File: config.mk
export PLATFORM = sky130hd
export DESIGN_NAME = immu_sv39_tlb
export DESIGN_NICKNAME = d
export VERILOG_FILES = /design/src/rtl/immu_pkg.sv /design/src/rtl/immu_tlb.sv /design/src/rtl/immu_sv39_tlb.sv
export SDC_FILE = /design/constraint.sdc
export NUM_CORES = 2
export LEC_CHECK = 0
export CAP_MARGIN = 20
export CORE_ASPECT_RATIO = 1.5
export CORE_MARGIN = 2
export CORE_UTILIZATION = 35
export CTS_CLUSTER_DIAMETER = 200
export DETAILED_ROUTE_END_ITERATION = 10
export PLACE_DENSITY = 0.57
export SLEW_MARGIN = 20
export SYNTH_ARGS = -nofsm -noshare
export SYNTH_HDL_FRONTEND = slang
export SYNTH_SLANG_ARGS = --single-unit
File: constraint.sdc
create_clock -name clk -period 6.4 [get_ports clk]
set_clock_uncertainty 0.2 [all_clocks]
set_input_delay 1.28 -clock clk [delete_from_list [all_inputs] [get_ports clk]]
set_output_delay 1.28 -clock clk [all_outputs]
set_load 0.01 [all_outputs]
File: src/rtl/immu_pkg.sv
// Shared types and helpers for the Sv39 instruction MMU.
//  - immu_state_e : walker/front-end FSM states
//  - SATP_MODE_*  : satp.MODE encodings that matter here
//  - PTE_*        : bit positions of the Sv39 PTE flag field
//  - tlb_entry_t  : one fully-associative iTLB entry
//  - vpn_match    : VPN compare honouring superpage level
//  - leaf_paddr   : physical address build for 4K/2M/1G leaves
package immu_pkg;

    typedef enum logic [2:0] {
        ST_IDLE,
        ST_CHECK,
        ST_WALK_AR,
        ST_WALK_R,
        ST_RESP,
        ST_FLUSH
    } immu_state_e;

    localparam logic [3:0] SATP_MODE_BARE = 4'd0;
    localparam logic [3:0] SATP_MODE_SV39 = 4'd8;

    localparam int PTE_V = 0;
    localparam int PTE_R = 1;
    localparam int PTE_W = 2;
    localparam int PTE_X = 3;
    localparam int PTE_U = 4;
    localparam int PTE_G = 5;
    localparam int PTE_A = 6;
    localparam int PTE_D = 7;

    typedef struct packed {
        logic        valid;
        logic [26:0] vpn;
        logic [15:0] asid;
        logic        g;
        logic [1:0]  level;
        logic [43:0] ppn;
        logic        x;
        logic        u;
    } tlb_entry_t;

    // Level 2 = 1G page (only VPN[2] compared), level 1 = 2M, level 0 = 4K.
    function automatic logic vpn_match(input logic [26:0] a, input logic [26:0] b,
                                       input logic [1:0] level);
        logic m;
        m = (a[26:18] == b[26:18]);
        if (level < 2'd2) m = m && (a[17:9] == b[17:9]);
        if (level == 2'd0) m = m && (a[8:0] == b[8:0]);
        return m;
    endfunction

    function automatic logic [63:0] leaf_paddr(input logic [43:0] ppn, input logic [63:0] va,
                                               input logic [1:0] level);
        logic [63:0] pa;
        case (level)
            2'd2:    pa = {8'b0, ppn[43:18], va[29:0]};
            2'd1:    pa = {8'b0, ppn[43:9],  va[20:0]};
            default: pa = {8'b0, ppn,        va[11:0]};
        endcase
        return pa;
    endfunction

endpackage

File: src/rtl/immu_tlb.sv
// Fully-associative, ASID-tagged iTLB.
//  clk_i/rst_ni        clock, async active-low reset (clears all valid bits, fill pointer)
//  lookup_*_i          combinational lookup key; hit_*_o report the matching entry
//  fill_*_i            write one entry at the round-robin pointer, pointer advances
//  flush_*_i           sfence.vma invalidate, filtered by VA and/or ASID
module immu_tlb
    import immu_pkg::*;
#(
    parameter int TLB_ENTRIES = 8,
    parameter int ASID_W      = 16
) (
    input  logic        clk_i,
    input  logic        rst_ni,
    input  logic [26:0] lookup_vpn_i,
    input  logic [15:0] lookup_asid_i,
    output logic        hit_o,
    output logic [1:0]  hit_level_o,
    output logic [43:0] hit_ppn_o,
    output logic        hit_x_o,
    output logic        hit_u_o,
    input  logic        fill_i,
    input  logic [26:0] fill_vpn_i,
    input  logic [15:0] fill_asid_i,
    input  logic        fill_g_i,
    input  logic [1:0]  fill_level_i,
    input  logic [43:0] fill_ppn_i,
    input  logic        fill_x_i,
    input  logic        fill_u_i,
    input  logic        flush_i,
    input  logic [26:0] flush_vpn_i,
    input  logic [15:0] flush_asid_i,
    input  logic        flush_all_va_i,
    input  logic        flush_all_asid_i
);

    localparam int          PTR_W     = $clog2(TLB_ENTRIES);
    localparam logic [15:0] ASID_MASK = 16'((32'd1 << ASID_W) - 32'd1);

    tlb_entry_t [TLB_ENTRIES-1:0] tlb_q, tlb_d;
    logic [PTR_W-1:0]             ptr_q, ptr_d;
    logic [TLB_ENTRIES-1:0]       hit_vec;
    tlb_entry_t                   fill_e;

    function automatic logic asid_eq(input logic [15:0] a, input logic [15:0] b);
        return ((a ^ b) & ASID_MASK) == 16'd0;
    endfunction

    always_comb begin
        hit_vec = '0;
        for (int i = 0; i < TLB_ENTRIES; i++)
            hit_vec[i] = tlb_q[i].valid && vpn_match(tlb_q[i].vpn, lookup_vpn_i, tlb_q[i].level)
                         && (tlb_q[i].g || asid_eq(tlb_q[i].asid, lookup_asid_i));
    end

    // Lowest index wins; fills never duplicate a live mapping, so this is just a mux.
    always_comb begin
        hit_o       = 1'b0;
        hit_level_o = '0;
        hit_ppn_o   = '0;
        hit_x_o     = 1'b0;
        hit_u_o     = 1'b0;
        for (int i = TLB_ENTRIES - 1; i >= 0; i--) begin
            if (hit_vec[i]) begin
                hit_o       = 1'b1;
                hit_level_o = tlb_q[i].level;
                hit_ppn_o   = tlb_q[i].ppn;
                hit_x_o     = tlb_q[i].x;
                hit_u_o     = tlb_q[i].u;
            end
        end
    end

    always_comb begin
        fill_e       = '0;
        fill_e.valid = 1'b1;
        fill_e.vpn   = fill_vpn_i;
        fill_e.asid  = fill_asid_i & ASID_MASK;
        fill_e.g     = fill_g_i;
        fill_e.level = fill_level_i;
        fill_e.ppn   = fill_ppn_i;
        fill_e.x     = fill_x_i;
        fill_e.u     = fill_u_i;
    end

    // Global entries survive an ASID-filtered flush; only rs2==x0 removes them.
    always_comb begin
        tlb_d = tlb_q;
        ptr_d = ptr_q;
        if (flush_i) begin
            for (int i = 0; i < TLB_ENTRIES; i++) begin
                if ((flush_all_va_i || vpn_match(tlb_q[i].vpn, flush_vpn_i, tlb_q[i].level)) &&
                    (flush_all_asid_i || (!tlb_q[i].g && asid_eq(tlb_q[i].asid, flush_asid_i))))
                    tlb_d[i].valid = 1'b0;
            end
        end
        if (fill_i) begin
            tlb_d[ptr_q] = fill_e;
            ptr_d        = ptr_q + PTR_W'(1);
        end
    end

    always_ff @(posedge clk_i or negedge rst_ni) begin
        if (!rst_ni) begin
            tlb_q <= '0;
            ptr_q <= '0;
        end else begin
            tlb_q <= tlb_d;
            ptr_q <= ptr_d;
        end
    end

endmodule

File: src/rtl/immu_sv39_tlb.sv
// Instruction MMU: fetch VA -> iTLB lookup -> Sv39 hardware walk on miss -> PA to icache.
//  clk, rst_n                     clock, async active-low reset
//  current_priv_status, satp_*    privilege and translation context, sampled at fetch accept
//  sflush_*, flush_flag           sfence.vma request/ack; flush_flag pulses with the ack
//  immu_ar*/immu_r*               PTE read port into the dcache
//  mmu_fifo_valid/ready, vaddr    fetch address input
//  paddr_valid/ready, paddr,      translation result; on fault paddr carries vaddr
//  paddr_error
module immu_sv39_tlb
    import immu_pkg::*;
#(
    parameter int TLB_ENTRIES = 8,
    parameter int ASID_W      = 16
) (
    input  logic        clk,
    input  logic        rst_n,
    input  logic [1:0]  current_priv_status,
    input  logic [3:0]  satp_mode,
    input  logic [15:0] satp_asid,
    input  logic [43:0] satp_ppn,
    output logic        flush_flag,
    input  logic        sflush_vma_valid,
    output logic        sflush_vma_ready,
    input  logic [63:0] sflush_vaddr,
    input  logic [15:0] sflush_asid,
    input  logic        sflush_rs1_zero,
    input  logic        sflush_rs2_zero,
    input  logic        immu_arready,
    output logic        immu_arvalid,
    output logic        immu_aruser,
    output logic [63:0] immu_araddr,
    output logic        immu_rready,
    input  logic        immu_rvalid,
    input  logic [1:0]  immu_rresp,
    input  logic [63:0] immu_rdata,
    input  logic        mmu_fifo_valid,
    output logic        mmu_fifo_ready,
    input  logic [63:0] vaddr,
    output logic        paddr_valid,
    input  logic        paddr_ready,
    output logic [63:0] paddr,
    output logic        paddr_error
);

    immu_state_e state_q, state_d;
    logic [63:0] vaddr_q, vaddr_d;
    logic [1:0]  priv_q, priv_d;
    logic [3:0]  mode_q, mode_d;
    logic [15:0] asid_q, asid_d;
    logic [43:0] root_q, root_d;
    logic [1:0]  level_q, level_d;
    logic [43:0] base_q, base_d;
    logic [63:0] paddr_q, paddr_d;
    logic        err_q, err_d;

    logic        translate, canonical, priv_u;
    logic [8:0]  walk_vpn;
    logic        tlb_hit, hit_x, hit_u, hit_fault;
    logic [1:0]  hit_level;
    logic [43:0] hit_ppn;
    logic [43:0] pte_ppn;
    logic        pte_v, pte_r, pte_w, pte_x, pte_u, pte_g, pte_a;
    logic        pte_leaf, pte_misal, pte_u_bad, pte_fault, fill;
    logic        unused_bits;

    assign translate = (mode_q == SATP_MODE_SV39) && (priv_q != 2'd3);
    assign canonical = (vaddr_q[63:39] == {25{vaddr_q[38]}});
    assign priv_u    = (priv_q == 2'd0);

    always_comb begin
        case (level_q)
            2'd2:    walk_vpn = vaddr_q[38:30];
            2'd1:    walk_vpn = vaddr_q[29:21];
            default: walk_vpn = vaddr_q[20:12];
        endcase
    end

    assign pte_ppn = immu_rdata[53:10];
    assign pte_v   = immu_rdata[PTE_V];
    assign pte_r   = immu_rdata[PTE_R];
    assign pte_w   = immu_rdata[PTE_W];
    assign pte_x   = immu_rdata[PTE_X];
    assign pte_u   = immu_rdata[PTE_U];
    assign pte_g   = immu_rdata[PTE_G];
    assign pte_a   = immu_rdata[PTE_A];

    assign pte_leaf  = pte_r | pte_x;
    assign pte_misal = (level_q == 2'd2) ? (|pte_ppn[17:0]) :
                       (level_q == 2'd1) ? (|pte_ppn[8:0])  : 1'b0;
    // S-mode may not execute from user pages (no SUM for instruction fetch).
    assign pte_u_bad = priv_u ? ~pte_u : pte_u;
    // A=0 faults instead of being set: no hardware A/D update.
    assign pte_fault = (immu_rresp != 2'b00) | ~pte_v | (~pte_r & pte_w)
                     | (~pte_leaf & (level_q == 2'd0))
                     | (pte_leaf & (pte_misal | ~pte_x | ~pte_a | pte_u_bad));
    assign fill      = (state_q == ST_WALK_R) && immu_rvalid && pte_leaf && !pte_fault;
    assign hit_fault = ~hit_x | (priv_u ? ~hit_u : hit_u);

    assign unused_bits = ^{immu_rdata[63:54], immu_rdata[PTE_D], sflush_vaddr[63:39],
                           sflush_vaddr[11:0]};

    immu_tlb #(
        .TLB_ENTRIES(TLB_ENTRIES),
        .ASID_W     (ASID_W)
    ) u_tlb (
        .clk_i           (clk),
        .rst_ni          (rst_n),
        .lookup_vpn_i    (vaddr_q[38:12]),
        .lookup_asid_i   (asid_q),
        .hit_o           (tlb_hit),
        .hit_level_o     (hit_level),
        .hit_ppn_o       (hit_ppn),
        .hit_x_o         (hit_x),
        .hit_u_o         (hit_u),
        .fill_i          (fill),
        .fill_vpn_i      (vaddr_q[38:12]),
        .fill_asid_i     (asid_q),
        .fill_g_i        (pte_g),
        .fill_level_i    (level_q),
        .fill_ppn_i      (pte_ppn),
        .fill_x_i        (pte_x),
        .fill_u_i        (pte_u),
        .flush_i         (state_q == ST_FLUSH),
        .flush_vpn_i     (sflush_vaddr[38:12]),
        .flush_asid_i    (sflush_asid),
        .flush_all_va_i  (sflush_rs1_zero),
        .flush_all_asid_i(sflush_rs2_zero)
    );

    always_comb begin
        state_d = state_q;
        vaddr_d = vaddr_q;
        priv_d  = priv_q;
        mode_d  = mode_q;
        asid_d  = asid_q;
        root_d  = root_q;
        level_d = level_q;
        base_d  = base_q;
        paddr_d = paddr_q;
        err_d   = err_q;
        case (state_q)
            ST_IDLE: begin
                if (sflush_vma_valid) begin
                    state_d = ST_FLUSH;
                end else if (mmu_fifo_valid) begin
                    vaddr_d = vaddr;
                    priv_d  = current_priv_status;
                    mode_d  = satp_mode;
                    asid_d  = satp_asid;
                    root_d  = satp_ppn;
                    state_d = ST_CHECK;
                end
            end
            ST_CHECK: begin
                state_d = ST_RESP;
                paddr_d = vaddr_q;
                err_d   = 1'b0;
                if (translate) begin
                    if (!canonical) begin
                        err_d = 1'b1;
                    end else if (tlb_hit) begin
                        if (hit_fault) err_d = 1'b1;
                        else           paddr_d = leaf_paddr(hit_ppn, vaddr_q, hit_level);
                    end else begin
                        state_d = ST_WALK_AR;
                        level_d = 2'd2;
                        base_d  = root_q;
                    end
                end
            end
            ST_WALK_AR: begin
                if (immu_arready) state_d = ST_WALK_R;
            end
            ST_WALK_R: begin
                if (immu_rvalid) begin
                    if (pte_fault) begin
                        err_d   = 1'b1;
                        paddr_d = vaddr_q;
                        state_d = ST_RESP;
                    end else if (pte_leaf) begin
                        err_d   = 1'b0;
                        paddr_d = leaf_paddr(pte_ppn, vaddr_q, level_q);
                        state_d = ST_RESP;
                    end else begin
                        level_d = level_q - 2'd1;
                        base_d  = pte_ppn;
                        state_d = ST_WALK_AR;
                    end
                end
            end
            ST_RESP: begin
                if (paddr_ready) state_d = ST_IDLE;
            end
            ST_FLUSH: state_d = ST_IDLE;
            default:  state_d = ST_IDLE;
        endcase
    end

    always_ff @(posedge clk or negedge rst_n) begin
        if (!rst_n) begin
            state_q <= ST_IDLE;
            vaddr_q <= '0;
            priv_q  <= '0;
            mode_q  <= '0;
            asid_q  <= '0;
            root_q  <= '0;
            level_q <= '0;
            base_q  <= '0;
            paddr_q <= '0;
            err_q   <= 1'b0;
        end else begin
            state_q <= state_d;
            vaddr_q <= vaddr_d;
            priv_q  <= priv_d;
            mode_q  <= mode_d;
            asid_q  <= asid_d;
            root_q  <= root_d;
            level_q <= level_d;
            base_q  <= base_d;
            paddr_q <= paddr_d;
            err_q   <= err_d;
        end
    end

    assign immu_aruser      = 1'b1;
    assign immu_arvalid     = (state_q == ST_WALK_AR);
    assign immu_araddr      = (state_q == ST_WALK_AR) ? {8'b0, base_q, walk_vpn, 3'b000} : '0;
    assign immu_rready      = (state_q == ST_WALK_R);
    assign mmu_fifo_ready   = (state_q == ST_IDLE) && !sflush_vma_valid;
    assign paddr_valid      = (state_q == ST_RESP);
    assign paddr            = paddr_q;
    assign paddr_error      = err_q;
    assign sflush_vma_ready = (state_q == ST_FLUSH);
    assign flush_flag       = (state_q == ST_FLUSH);

endmodule

Word-level counts from Yosys, hierarchy flattened
Index checks and enable logic that the tools add are counted.
{"block": "classes", "n_eq_ne": 70, "bitwise_logic": 37, "n_lt_le_gt_ge": 10, "n_reduce_logical": 139, "n_addsub": 2, "n_mux": 157}
{"operator": "bitwise mux 744 bit", "count": 1}
{"operator": "2-to-1 mux 744 bit", "count": 1}
{"operator": "2-to-1 mux 44 bit", "count": 14}
{"operator": "2-to-1 mux 64 bit", "count": 7}
{"operator": "== test 9 bit", "count": 48}
{"operator": "demux 93 bit (select 3 bit)", "count": 1}
{"operator": "logical NOT 16 bit", "count": 16}
{"operator": "XOR 16 bit", "count": 16}
{"operator": "one-hot mux 64 bit (2 select lines)", "count": 1}
{"operator": "one-hot mux 30 bit (2 select lines)", "count": 2}
{"operator": "2-to-1 mux 1 bit", "count": 99}
{"operator": "2-to-1 mux 93 bit", "count": 1}
{"operator": "one-hot mux 44 bit (2 select lines)", "count": 1}
{"operator": "logical AND 1 bit", "count": 70}
{"operator": "2-to-1 mux 56 bit", "count": 1}
{"operator": "2-to-1 mux 3 bit", "count": 10}
{"operator": "2-to-1 mux 2 bit", "count": 14}
{"operator": "== test 25 bit", "count": 1}
{"operator": "logical OR 1 bit", "count": 24}
{"operator": "logical NOT 2 bit", "count": 10}
{"operator": "one-hot mux 9 bit (2 select lines)", "count": 1}
{"operator": "OR reduction 18 bit", "count": 1}
{"operator": "less-than comparator 2 bit, second input constant", "count": 8}
{"operator": "one-hot mux 3 bit (5 select lines)", "count": 1}
{"operator": "other kinds (26)", "count": 66}
{"block": "totals", "wordCells": 490, "input_bits": 285, "output_inout_bits": 136, "regBits": 991}

Logic depth before layout (Yosys ltp)
{"block": "logic_depth", "word_depth": 23, "ltp_mapped": 21, "depth_no_buf": 17}

Modules after synthesis
From an unflattened synthesis, not the netlist that was laid out.
{"block": "hier_totals", "hier_cells": 4470, "hier_area_um2": 51398.0}
{"mod": "immu_tlb", "seq_area_each_um2": 18692.9, "area_each_um2": 39251.4, "cells_each": 3351, "n_inst": 1}
{"mod": "immu_sv39_tlb", "seq_area_each_um2": 6105.9, "area_each_um2": 12146.6, "cells_each": 1119, "n_inst": 1}

Worst setup path before layout
No wires, ideal clock.
{"block": "synth_timing", "kind": "input port to flip-flop", "startpoint": "input immu_rdata[13]", "endpoint": "register (tool-made name)", "slack_ps": 2121, "required_time_ps": 6075, "stages": 13, "path_buffers": 3, "setup_time_ps": 125, "arrival_time_ps": 3955, "cell_sequence": "nor4_1 -> nand3_1 -> a21oi_1 -> o2111ai_1 -> or2_2 -> or3_1 -> clkbuf_1 -> inv_1 -> and2_1 -> and3_1 -> clkbuf_1 -> buf_2 -> mux2_2"}
{"element": "from (decl)", "line_no": "immu_sv39_tlb.sv:35", "source": "input logic [63:0] immu_rdata,"}

Final worst setup path
{"block": "layout_timing", "startpoint": "register state_q[1]", "endpoint": "output immu_araddr[39]"}
{"block": "layout_via", "elab_chain_cells": 2}
{"element": "from (decl)", "line_no": "immu_sv39_tlb.sv:45", "source": "immu_state_e state_q, state_d;"}
{"element": "from (signal assigned)", "line_no": "immu_sv39_tlb.sv:212", "source": "state_q <= state_d;"}
{"element": "== test 3 x 2 -> 1 bit", "line_no": "immu_sv39_tlb.sv:227", "source": "assign immu_araddr = (state_q == ST_WALK_AR) ? {8'b0, base_q, walk_vpn, 3'b000} : '0;"}
{"element": "2-to-1 mux 56 bit", "line_no": "immu_sv39_tlb.sv:227"}
{"element": "to (decl)", "line_no": "immu_sv39_tlb.sv:31", "source": "output logic [63:0] immu_araddr,"}
Every way passes these cells.

==> summary.txt <==
STA
  • Unrepaired setup endpoints after global routing: no
  • Hold Slack: ~0.26 ns
  • Measured slew at the worst slew-check pin: roughly 1.1 ns
  • Slew Limit Fails: 0
  • Final setup fails: 0
  • Final hold vios: 0
  • Tcrit/Tclk final: 0.876
  • Final TNS setup: 0 ns
  • F_max: ~180 MHz
  • Fin worst setup slack: about 0.79 ns
  • Slew headroom: 0.260
  • Crit path time final: between 5 and 6 ns

Min path
  • Hold crit path type: register to register
  • Min-delay src: vaddr_q[10]$_DFFE_PN0P_
  • Hold path endpoint: paddr[10]$_DFFE_PN0P_
  • Hold depth: 2

Worst setup path
  • Worst-path fanout max: 28
  • Critical path endpoint category: output pin
  • WP data required: slightly below 5 ns
  • Worst r2r path cells: 14
  • RR Endpoint: base_q[11]$_DFFE_PN0P_
  • CP arrival: approximately 4.1 ns
  • Crit path kind: register to output pin
  • FF-to-FF Start: asid_q[0]$_DFFE_PN0P_
  • Flop-to-flop setup slack: around 1.1 ns
  • Type of origin of the critical path: register
  • Worst Setup SP: state_q[1]$_DFFE_PN0P_

Clocking
  • CTS Buffer Depth: 3
  • Clk sink count: 991
  • CTS Buf Count: a little over 100
  • Number of H-tree levels: 3
  • CTS clk-pin slew, worst paths: 0.06 ns
  • TritonCTS clock tree: done
  • Clk_lat worst skew: 0.76 ns
  • Post-CTS Setup Inserts: 0
  • Hold_buf cts: 0
  • Post-CTS Resized: 0
  • Root Driver: clkbuf_16

Logic synthesis
  • EDFF count, synth: 0
  • Yosys top cell by area: dfrtp_1
  • Main combinational cell family by area after synthesis: multiplexers
  • Proportion of synthesized area in mux cells: 0.184
  • Synth top area share: 0.485
  • Yosys reg bits: 991
  • Mapped Area: just over 50,000 µm²
  • Sequential area share after synthesis: 0.485
  • Adder-cell share of the synthesized area: 0.00147
  • Most area-consuming cells after synthesis: dfrtp_1 48%, mux2_2 18%, xor2_1 8.4%, xnor2_1 3.4%, nand2_1 2.1%
  • Synth async-reset ratio: 1.00
  • Mean Syn Cell Area: about 11 µm²
  • Post-synthesis xor/xnor area fraction: 0.119
  • Cell count after synthesis: roughly 4,500
  • Yosys cell types: 71
  • Synth Area in Compound Gates: 0.0747
  • Synthesis Warnings: 0
  • Synth Flop Type: dfrtp_1
  • Post-synthesis simple-gate area fraction: 0.0984

Place
  • Placed cells: approximately 6,600
  • # port buffers: roughly 360
  • Hpwl dp: 118 mm
  • Routability Congestion: slightly below 0.9
  • Place WS: ~0.78 ns
  • Post-DP Area: 56,900 µm²

Finish
  • Fill count: between 10,000 and 15,000
  • Layout cells sized above 1: 0.251
  • Syn-to-layout area delta: 18.3%
  • Final core utilization: 0.418
  • Final instance area: between 60,000 and 70,000 µm²
  • Final net count: 5,066
  • Finished Layout Cells: slightly below 7,000

Status
  • Status: finished clean

Power and ir drop
  • Gate power share: 0.262
  • Sw Pwr: ~6.5 mW
  • Power, Total: approximately 19 mW
  • Share of power burned in registers: 0.404
  • Net Sw Frac: 0.339
  • VDD IR max: 0.000216 V
  • Clock power frac: 0.334
  • Leakage power: about 28 nW
  • Internal power: 12.6 mW
  • PD cells: between 300 and 400 nW/µm²

Route
  • Detailed Route Iter0 Violations: about 2,700
  • Final WL: 172 mm
  • Antenna-violating nets left: 0
  • DRC viols: 0
  • Drt pass-1 iters: 5
  • Via Count: around 37,000
  • Vias/cell: about 5.5
  • Wire per inst: approximately 25 µm

Job
  • Max-Cap Viols: 0

Global route
  • First-pass GRT wire length: 255 mm
  • Total GRT Usage: 0.229
  • Largest net degree at the start of global routing: roughly 140
  • Vias in the first global route: 38,000
  • Initial antenna violation count: 18
  • Total gr overflow: 0

Floorplan
  • Rows: around 170
  • IO Pins: between 400 and 500
  • Initial core utilization: 0.353
  • Full die area: 149,000 µm²
  • DIE WIDTH: approximately 320 µm
  • Die H: roughly 470 µm
  • Core Area: around 140,000 µm²
-- cell usage after synthesis, drive strengths merged (69+ instances only) --
master and count:
o21ai 86, a21oi 157, and2 73, clkbuf 258, nor3 69, nand4 76, buf 134, xor2 491
dfrtp 991, nand2 286, nor2 233, mux2 831, nor4 132, xnor2 201
-- placed cells by master (no fill, tap or decap), types with 17 or more instances in the layout --
cell             count
a21oi_1            155
buf_12              23
dfrtp_1            991
a31oi_1             63
mux2_2             831
a22oi_1             29
o21ai_0             80
a221oi_1            34
clkbuf_16          103
nand4_1             76
xnor2_1            200
nor3_1              63
nor2_1             231
and3_1              17
o211ai_1            65
clkinv_2            20
nand2_1            281
a211oi_1            22
and2_1              71
clkbuf_8            20
inv_1               26
o22ai_1             38
buf_4              125
clkdlybuf4s50_1    357
xor2_1             491
nand3_1             57
o221ai_1            17
nor4_1             117
-- worst max-delay path, cell delays in order (launching register included) --
cell	delay, ns
dfrtp_1	0.63
inv_1	0.16
or3_1	0.71
inv_2	0.57
buf_4	0.36
and2_1	0.23
clkdlybuf4s50_1	0.70
-- logic make-up after synthesis --
group / count (synthesis)
mux: 837
simple gates: 1017
compound gates: 582
fa+ha+maj: 6
buf+inv: 420
flops: 991
other cells: 2
xor+xnor: 692
-- cell type report --
cell class | instances | area, µm² | share of cell area
Clock inverter | 47 | 653 | 0.0108
Inverter | 28 | 105 | 0.00174
Multi-Input combinational cell | 3146 | 24700 | 0.407
Sequential cell | 991 | 24800 | 0.410
Tap cell | 1903 | 2380 | 0.0394
Antenna cell | 12 | 30.0 | 0.000496
Timing Repair Buffer | 506 | 4990 | 0.0824
Clock buffer | 135 | 2900 | 0.0479
-- worst max path at each step --
stage	slack, ns	endpoint
final	0.79	immu_araddr[39]
after global routing	0.62	immu_araddr[39]
after CTS	0.73	immu_araddr[39]
after detailed placement	0.78	register
after global placement	0.81	register
after floorplan	2.12	register
-- power groups by stage --
stage	clock network (mW)	registers, mW	logic [mW]
floorplan	0	7.42	3.18
global placement	0	7.82	4.97
detailed placement	0	7.83	5.01
CTS	6.53	7.72	5.04
global route	6.77	7.81	5.41
finish	6.38	7.73	5.02
-- per-layer routing --
| layer | GRT usage | part of all wire | up-vias |
|---|---|---|---|
| li1 | - | - | 16400 |
| met3 | 0.0361 | 0.053 | 325 |
| met2 | 0.378 | 0.48 | 1132 |
| met1 | 0.298 | 0.42 | 19100 |
| met4 | 0.0929 | 0.041 | 10 |
| met5 | 0 | 0.00040 | - |
Note: power is estimated with default switching activity, not from simulation.
